<file path="config.mk">
export PLATFORM = sky130hd
export DESIGN_NAME = flog2_pipe
export DESIGN_NICKNAME = d
export VERILOG_FILES = /design/src/rtl/flog2_pipe_pkg.sv /design/src/rtl/flog2_group_enc.sv /design/src/rtl/flog2_pipe.sv
export SDC_FILE = /design/constraint.sdc
export NUM_CORES = 1
export LEC_CHECK = 0
export ABC_AREA = 1
export BUFFER_PORTS_ARGS = -buffer_cell sky130_fd_sc_hd__clkbuf_2
export CAP_MARGIN = 10
export CORE_ASPECT_RATIO = 1.2
export CORE_MARGIN = 4
export CORE_UTILIZATION = 35
export CTS_BUF_LIST = sky130_fd_sc_hd__clkbuf_16
export DETAILED_ROUTE_END_ITERATION = 7
export PLACE_DENSITY = 0.59
export SYNTH_ARGS = -nofsm -noshare
export SYNTH_HDL_FRONTEND = slang
export SYNTH_SLANG_ARGS = --single-unit
</file>
<file path="constraint.sdc">
create_clock -name clk -period 2.1 [get_ports clk]
set_clock_uncertainty 0.15 [all_clocks]
set_input_delay 0.315 -clock clk [delete_from_list [all_inputs] [get_ports clk]]
set_output_delay 0.315 -clock clk [all_outputs]
set_load 0.03 [all_outputs]
</file>
<file path="src/rtl/flog2_pipe_pkg.sv">
// flog2_pipe_pkg: width helpers and per-lane result type shared by flog2_pipe
package flog2_pipe_pkg;
  function automatic int log_w(input int w);
    return (w > 1) ? $clog2(w) : 1;
  endfunction
  function automatic int num_groups(input int bw, input int gw);
    return bw / gw;
  endfunction
  typedef struct packed {
    logic [3:0] log;
    logic       zero;
    logic [2:0] frac;
  } lane_res_t;
endpackage

</file>
<file path="src/rtl/flog2_group_enc.sv">
// flog2_group_enc: one-group leading-one encoder (bits -> any set, index of highest set bit)
module flog2_group_enc #(
  parameter int GW = 4,
  parameter int IW = 2
) (
  input  logic [GW-1:0] bits,
  output logic          any,
  output logic [IW-1:0] idx
);
  always_comb begin
    any = |bits;
    idx = '0;
    for (int i = 0; i < GW; i++) idx = bits[i] ? IW'(i) : idx;
  end
endmodule

</file>
<file path="src/rtl/flog2_pipe.sv">
// flog2_pipe: NUM_LANES x floor(log2) + zero flag, 2-stage valid/ready pipe; clk, rst, in_valid/in_ready/in_data -> out_valid/out_ready/out_log/out_zero/out_frac; FLOG2_FRAC_EN drives out_frac
module flog2_pipe
  import flog2_pipe_pkg::*;
#(
  parameter  int BIT_WIDTH   = 16,
  parameter  int NUM_LANES   = 4,
  parameter  int GROUP_WIDTH = 4,
  parameter  int FRAC_BITS   = 3,
  localparam int LOG_W       = log_w(BIT_WIDTH)
) (
  input  logic                           clk,
  input  logic                           rst,
  input  logic                           in_valid,
  output logic                           in_ready,
  input  logic [NUM_LANES*BIT_WIDTH-1:0] in_data,
  output logic                           out_valid,
  input  logic                           out_ready,
  output logic [NUM_LANES*LOG_W-1:0]     out_log,
  output logic [NUM_LANES-1:0]           out_zero,
  output logic [NUM_LANES*FRAC_BITS-1:0] out_frac
);
  localparam int NG = num_groups(BIT_WIDTH, GROUP_WIDTH);
  localparam int IW = log_w(GROUP_WIDTH);
  localparam int NS = NUM_LANES * NG;
  logic                           s1_valid_q, s2_valid_q, adv1, adv2;
  logic [NS-1:0]                  any_d, any_q;
  logic [NS*IW-1:0]               idx_d, idx_q;
  logic [NUM_LANES*LOG_W-1:0]     log_d, log_q;
  logic [NUM_LANES-1:0]           zero_d, zero_q;
  logic [NUM_LANES*FRAC_BITS-1:0] frac_d, frac_q;
  assign adv2      = s1_valid_q & (~s2_valid_q | out_ready);
  assign adv1      = in_valid & in_ready;
  assign in_ready  = ~s1_valid_q | adv2;
  assign out_valid = s2_valid_q;
  assign out_log   = log_q;
  assign out_zero  = zero_q;
  assign out_frac  = frac_q;
  for (genvar s = 0; s < NS; s++) begin : g_enc
    flog2_group_enc #(.GW(GROUP_WIDTH), .IW(IW)) u_enc (
      .bits(in_data[s*GROUP_WIDTH +: GROUP_WIDTH]),
      .any (any_d[s]),
      .idx (idx_d[s*IW +: IW])
    );
  end
  always_comb begin
    log_d  = '0;
    zero_d = '0;
    for (int l = 0; l < NUM_LANES; l++) begin
      zero_d[l] = ~|any_q[l*NG +: NG];
      for (int g = 0; g < NG; g++)
        log_d[l*LOG_W +: LOG_W] = any_q[l*NG+g]
          ? LOG_W'(g*GROUP_WIDTH + int'(idx_q[(l*NG+g)*IW +: IW]))
          : log_d[l*LOG_W +: LOG_W];
    end
  end
`ifdef FLOG2_FRAC_EN
  logic [NUM_LANES*BIT_WIDTH-1:0] op_q;
  always_ff @(posedge clk) begin
    if (adv1) op_q <= in_data;
  end
  always_comb begin
    int p;
    p      = 0;
    frac_d = '0;
    for (int l = 0; l < NUM_LANES; l++)
      for (int k = 0; k < FRAC_BITS; k++) begin
        p = int'(log_d[l*LOG_W +: LOG_W]) - 1 - k;
        frac_d[l*FRAC_BITS + FRAC_BITS-1-k] = (p >= 0) ? op_q[l*BIT_WIDTH + p] : 1'b0;
      end
  end
`else
  assign frac_d = '0;
`endif
  always_ff @(posedge clk) begin
    if (adv1) begin
      any_q <= any_d;
      idx_q <= idx_d;
    end
  end
  always_ff @(posedge clk) begin
    if (rst) begin
      s1_valid_q <= 1'b0;
      s2_valid_q <= 1'b0;
      log_q      <= '0;
      zero_q     <= '0;
      frac_q     <= '0;
    end else begin
      s1_valid_q <= adv1 | (s1_valid_q & ~adv2);
      s2_valid_q <= adv2 | (s2_valid_q & ~out_ready);
      if (adv2) begin
        log_q  <= log_d;
        zero_q <= zero_d;
        frac_q <= frac_d;
      end
    end
  end
endmodule

</file>
# After elaboration in Yosys (flattened, before gate mapping)
# Cells that the tools add are included.
# op_classes
n_addsub	12
mux	48
n_bitwise	12
reduce_logical	40
# op_table
operator	n
4-bit OR reduction	20
4-bit two-way mux	12
4-bit by 2-bit adder with 4-bit output (first input constant)	8
1-bit two-way mux	32
2-bit OR reduction	16
3-bit by 2-bit adder with 4-bit output (first input constant)	4
2-bit two-way mux	4
1-bit AND	4
1-bit logical NOT	4
1-bit NOT	4
1-bit OR	4
# word_totals
reg_bits	70
inputBits	68
elab_cells	149

# Logic depth before layout (Yosys ltp)
# Gate-level depths: netlist of run 1.
# logic_depth
word_depth	6
depth_mapped	6
mapped_depth_nobuf	6

# By module
# A second synthesis of run 1 with hierarchy kept.
# hier_totals
cells_unflattened	397
area_unflattened_um2	3390.8
# by_module_without_submodules
mod	n_inst	cells_each	area_each_um2	seq_area_each_um2
flog2_pipe	1	269	2870.3	1881.8
flog2_group_enc	16	8	32.5	0.0

# Worst setup path after synthesis of run 1
# Ideal clock, no wire load.
# synth_timing
kind	register to register
from	reg s2_valid_q (netlist: out_valid)
to	reg any_q[0], enable pin
arrival_time_ns	1.851
t_required_ns	1.548
path_slack_ns	-0.304
path_stages_with_launch	4
synth_period_minus_slack_ns	2.404
cell_sequence	dfxtp_1 nand3_1 nand2_1 inv_1
# synth_via
elab_chain_len	5
# synth_lines
element	line	source
start, declared	flog2_pipe.sv:25	logic s1_valid_q, s2_valid_q, adv1, adv2;
start signal, assigned	flog2_pipe.sv:89	s2_valid_q <= adv2 | (s2_valid_q & ~out_ready);
1-bit NOT	flog2_pipe.sv:31	assign adv2 = s1_valid_q & (~s2_valid_q | out_ready);
1-bit OR	flog2_pipe.sv:31	
1-bit AND	flog2_pipe.sv:31	
1-bit OR	flog2_pipe.sv:33	assign in_ready = ~s1_valid_q | adv2;
via in_ready	flog2_pipe.sv:14	output logic in_ready,
1-bit AND	flog2_pipe.sv:32	assign adv1 = in_valid & in_ready;
via adv1	flog2_pipe.sv:25	
end signal, assigned	flog2_pipe.sv:76	any_q <= any_d;
end, declared	flog2_pipe.sv:26	logic [NS-1:0] any_d, any_q;
# The timed path passes the listed nets, and every way through them passes these cells.
# A chain may end at the register's enable or synchronous reset.

# Worst setup path after layout of run 1
# layout_timing
from	reg s1_valid_q
to	reg idx_q[8], enable pin
# layout_via
elab_chain_len	3
elab_cells_between_ends	4
classes_between	bitwise (4)
# layout_lines
element	line	source
start, declared	flog2_pipe.sv:25	
start signal, assigned	flog2_pipe.sv:88	s1_valid_q <= adv1 | (s1_valid_q & ~adv2);
1-bit AND or 1-bit NOT (tied branches)	flog2_pipe.sv:31, flog2_pipe.sv:33	
1-bit OR *	flog2_pipe.sv:33	
1-bit AND *	flog2_pipe.sv:32	
via adv1	flog2_pipe.sv:25	
end signal, assigned	flog2_pipe.sv:77	idx_q <= idx_d;
end, declared	flog2_pipe.sv:27	logic [NS*IW-1:0] idx_d, idx_q;
# The timed path passes the listed nets; every way through them passes the cells marked *.

==> reports/summary.txt, run 1 <==
Residual DRC count: 0
Clock latency on the worst-skew pair: 0.32 ns
Final net count: 516
Tmin final: 1.69 ns
Fraction of registers with async set/reset: 0%
Period utilisation layout: 80.7%
Startpoint types: flop
Synth Warn #: 0
Reg power frac: 42.4%
CP Data Required Time: 1.91 ns
Routability congestion estimate: 0.727
Post-CTS resize count: 0
Synth area leaders: edfxtp_1 (44%), dfxtp_1 (14%), nand2_1 (9.5%)
Fin Hold WS: 0.0944 ns
Final setup TNS: 0 ns
Vias per cell: 4.32
Ys flop type: edfxtp_1
Area Growth Syn to Fin: 27.3%
Routed wire length per instance: 11.0 um
Peak VDD IR: 0.000331 V
Net load switching power: 789 uW
CTS tree: built
Standard-cell rows: 38
Htree depth: 3
Net Sw Frac: 21.1%
CP arrival: 1.50 ns
Syn avg cell area: 9.23 um2
WL final: 6310 um
Biggest cell delay along the critical path: 0.47 ns
CTS Sinks: 70
Register area share after synthesis: 57.9%
HPWL after DPL: 4880 um
Clock slew at reported path FFs: 0.06 ns
1st-pass router iterations: 4
Pleak: 0.00191 uW
Remaining Overflow, GRT: 0
Max Clk Rate: 0.590 GHz
Library cells used by synthesis: 19
DRT antenna net count: 0
Die Ht: 114 um
WP buf/inv: 2
CP Cell Sequence: nand3_4, nand2_1, clkinvlp_4, buf_4
Hold depth: 3
Critical path depth: 4
Largest net degree at the start of global routing: 49
Largest area contributor in the netlist: edfxtp_1
Share of the synthesized area in the top cell type: 44.4%
Slew HR: 60.0%
Slew @ Worst Pin: 0.600 ns
PortBufs: 89
CP top delay family: buffers and inverters
Post-CTS setup buffer count: 0
CTS Buffer Depth: 2
Setup violations, final: 0
Worst R2R Path Depth: 4
Logic gate share of total power: 9.4%
Num CTS Buffers: 9
Hold Vio Cnt, Final: 0
MaxCap Viol Count: 0
Global-route wire length before repair: 10500 um
Vias in the first global route: 2448
Core Area: 9030 um2
CTS Hold Bufs: 0
Starting Density: 36.0%
IO Count: 102
GRT Util Overall: 12.5%
Cell Area, Synth: 3250 um2
Count leader, synth: nand2_1
CP max FO: 48
Drt initial violations: 60
Status: completed
Synth Register Bits: 70
RSZ-0062 raised after global routing: no
Clock share of power: 48.2%
Gate Count Post-Synth: 352
Number of filler cells placed in the layout: 888
Share of post-route cells with drive strength above 1: 30.7%
Pins Over Slew Limit: 0
Antenna violations before repair: 0
Routed vias: 2475
ANT cells: 0
Internal Power: 2950 uW
Power Density: 904 nW/um2
CP endpoint kind: flop
CP max stage cell: buf_4
Post-synth top cells: nand2_1 (82), edfxtp_1 (48), inv_1 (48)
Root Driver: clkbuf_16
Number of synthesized flops with an enable pin: 48
Crit Path Category: reg -> reg
Die area: 10900 um2
Hold Path Class: in -> reg
Die Wd: 95.9 um
## power by group through the flow
stage                     combinational [uW]  sequential [uW]  clock (uW)
final                                    350             1590        1800
after global routing                     394             1590        1890
after CTS                                356             1590        1840
after detailed placement                 353             1620           0
after global placement                   347             1610           0
after floorplan                          208             1650           0
## area by class of cell
cell class                      count  area, um2  share of cell area, %
Sequential cell                    70       1880                   45.5
Multi-Input combinational cell    228       1100                   26.5
Timing Repair Buffer               91        460                   11.1
Clock buffer                        9        225                   5.45
Inverter                           48        184                   4.45
Tap cell                          120        150                   3.63
Clock inverter                      7        136                   3.30
## final timing paths
kind,startpoint,to,slack (ns)
setup / recovery,s1_valid_q,idx_q[8],0.41
hold / removal,in_data[40],any_q[10],0.09
setup reg to reg,s1_valid_q,idx_q[8],0.41
hold reg to reg,out_log[10],out_log[10],0.32
## logic make-up after synthesis
group | count (synthesis) | share of synthesized area (%)
AOI/OAI and AO/OA | 39 | 7.86
buffers and inverters | 65 | 9.98
DFF | 70 | 57.9
other | 1 | 0.115
and+or+nand+nor | 177 | 24.1
## through the flow
step / setup slack [ns] / cells / instance area [um2] / utilization (%) / total power (uW)
CTS: 0.397 / 573 / 4140 / 45.8 / 3780
detailed placement: 0.319 / 557 / 3770 / 41.8 / 1970
floorplan: 0.0847 / 363 / 3310 / - / 1860
global route: 0.275 / 573 / 4140 / 45.8 / 3880
finish: 0.406 / 573 / 4140 / 45.8 / 3740
global placement: 0.367 / 557 / 3770 / 41.8 / 1960
## sequential cells by signal (all words and copies together), names as in the netlist
register,count
out_valid,1
any_q,16
s1_valid_q,1
idx_q,32
out_zero,4
out_log,16
## worst reg2reg max path, cell delays in order, from the launching register on
cell	delay, ns
dfxtp_1	0.39
nand3_4	0.13
nand2_1	0.09
clkinvlp_4	0.07
buf_4	0.47
## layer usage
metal | up-vias | global-route usage (%) | share of wire, %
met5 | - | 0 | 0
met4 | 0 | 6.83 | 2.2
met3 | 9 | 2.97 | 5.7
met2 | 60 | 21.8 | 53
met1 | 1103 | 13.8 | 39
li1 | 1303 | - | -
## cells in the final DEF, fill, tap and decap left out, drive strengths merged
cell / n
nor2: 41
nand3: 28
nand2: 91
or3: 4
inv: 47
or2: 13
dfxtp: 22
bufinv: 4
clkinv: 2
buf: 2
clkbuf: 98
clkinvlp: 2
edfxtp: 48
a21oi: 18
conb: 12
o21ai: 9
o21bai: 12
Note: power is estimated with default switching activity, not from simulation.
==> run 2, diff against run 1 <==
--- a/config.mk
+++ b/config.mk
@@ -13,7 +13,7 @@
 export CORE_UTILIZATION = 35
 export CTS_BUF_LIST = sky130_fd_sc_hd__clkbuf_16
 export DETAILED_ROUTE_END_ITERATION = 7
-export PLACE_DENSITY = 0.59
+export PLACE_DENSITY = 0.56
 export SYNTH_ARGS = -nofsm -noshare
 export SYNTH_HDL_FRONTEND = slang
 export SYNTH_SLANG_ARGS = --single-unit
==> constraint.sdc (replaced) <==
create_clock -name clk -period 1.8 [get_ports clk]
set_clock_uncertainty 0.15 [all_clocks]
set_input_delay 0.27 -clock clk [delete_from_list [all_inputs] [get_ports clk]]
set_output_delay 0.27 -clock clk [all_outputs]
set_load 0.03 [all_outputs]
==> reports/summary.txt, run 2 (synthesis gave the netlist of run 1 again) <==
Status: completed
Peak VDD IR: 0.000368 V
Die area: 10900 um2
Most common cell after layout, fill and taps aside: clkbuf_2
Residual DRC count: 0
GRT Util Overall: 12.2%
PnR worst setup slack: 0.384 ns
Starting Density: 36.0%
Setup violations, final: 0
Core Area: 9030 um2
Clock latency on the worst-skew pair: 0.32 ns
Standard-cell rows: 38
Tmin final: 1.42 ns
CP arrival: 1.00 ns
CTS Sinks: 70
CP Data Required Time: 1.38 ns
Fin area: 4070 um2
Biggest register: idx_q
DRT antenna net count: 0
Worst R2R Path Depth: 4
Placed Cells: 560
Largest net degree at the start of global routing: 49
Root Driver: clkbuf_16
Multi-input logic area: 1100 um2
FF-to-FF End: idx_q[0]
Post-CTS setup buffer count: 0
Share of post-route cells with drive strength above 1: 30.5%
IO Count: 102
1st-pass router iterations: 5
Vias per cell: 4.30
Crit Path Category: reg -> out
Largest register FFs: 32
Htree depth: 3
Global-route wire length before repair: 10200 um
Num CTS Buffers: 9
Pre-CTS setup slack: 0.345 ns
Drt initial violations: 86
Post-CTS resize count: 0
Vias in the first global route: 2422
Routability congestion estimate: 0.733
MaxCap Viol Count: 0
CTS tree: built
Setup crit start: out_valid
RSZ-0062 raised after global routing: no
Worst setup path endpoint: in_ready
Number of filler cells placed in the layout: 907
Flop2flop setup slack: 0.47 ns
Fin cells: 576
Routed wire length per instance: 10.9 um
WL final: 6290 um
HPWL after DPL: 4880 um
ANT cells: 0
Antenna violations before repair: 0
Routed vias: 2479
Pins Over Slew Limit: 0
Pwr Total: 3750 uW
Remaining Overflow, GRT: 0
Fin Hold WS: 0.0531 ns
Die Wd: 95.9 um
Post-DP Area: 3810 um2
Startpoint types: flop
Power Density: 921 nW/um2
Period utilisation layout: 78.7%
Most frequent cells in the layout: clkbuf_2 (89), nand2_1 (81), inv_1 (51)
Area occupied by registers: 1890 um2
Max Clk Rate: 0.706 GHz
Pleak: 0.00189 uW
Hold Vio Cnt, Final: 0
PortBufs: 89
Die Ht: 114 um
CTS Hold Bufs: 0
Final net count: 519
CP endpoint kind: output pin
Clock slew at reported path FFs: 0.05 ns
CP max FO: 4
Worst R2R Start: out_valid
Hold Path Class: in -> reg
Area Growth Syn to Fin: 25.2%
CTS Buffer Depth: 2
## run 2: area by class of cell
cell class | instances | area share [%]
Tap cell | 120 | 3.69
Timing Repair Buffer | 94 | 12.2
Clock buffer | 9 | 5.54
Multi-Input combinational cell | 228 | 27.0
Inverter | 48 | 4.52
Sequential cell | 70 | 46.4
Clock inverter | 7 | 0.677
## run 2: through the flow
| step | setup TNS (ns) | util [%] |
|---|---|---|
| after global placement | 0 | 42.2 |
| after CTS | 0 | 45.0 |
| final | 0 | 45.0 |
| after floorplan | -6.95 | - |
| after global routing | 0 | 45.0 |
| after detailed placement | 0 | 42.2 |
## run 2: critical path: stages, from the launching register on
cell,delay [ns]
dfxtp_4,0.39
nand3_4,0.09
clkbuf_2,0.20
## run 2: worst min path at each step
stage                     slack (ns)  cells after the start           to   startpoint
after floorplan                 0.25                      2   s1_valid_q     in_valid
after global placement          0.31                      2  out_zero[0]  out_zero[0]
after detailed placement        0.32                      2  out_log[10]  out_log[10]
after CTS                       0.04                      3   s1_valid_q     in_valid
after global routing            0.06                      2    any_q[13]  in_data[52]
final                           0.05                      3   s1_valid_q     in_valid
## run 2: routing by layer
| metal | GRT usage (%) | routed length [um] | up-vias | part of all wire [%] |
|---|---|---|---|---|
| met5 | 0 | 0 | - | 0 |
| met4 | 4.55 | 74 | 0 | 1.2 |
| met3 | 3.50 | 408 | 4 | 6.5 |
| met2 | 21.9 | 3370 | 58 | 54 |
| met1 | 13.3 | 2440 | 1104 | 39 |
| li1 | - | - | 1313 | - |
## run 2: report_power, final
group          leakage (uW)  switching (uW)  total (uW)  internal, uW
clock              0.000139             582        1480           898
combinational       0.00116             265         420           155
sequential         0.000599            37.6        1850          1810
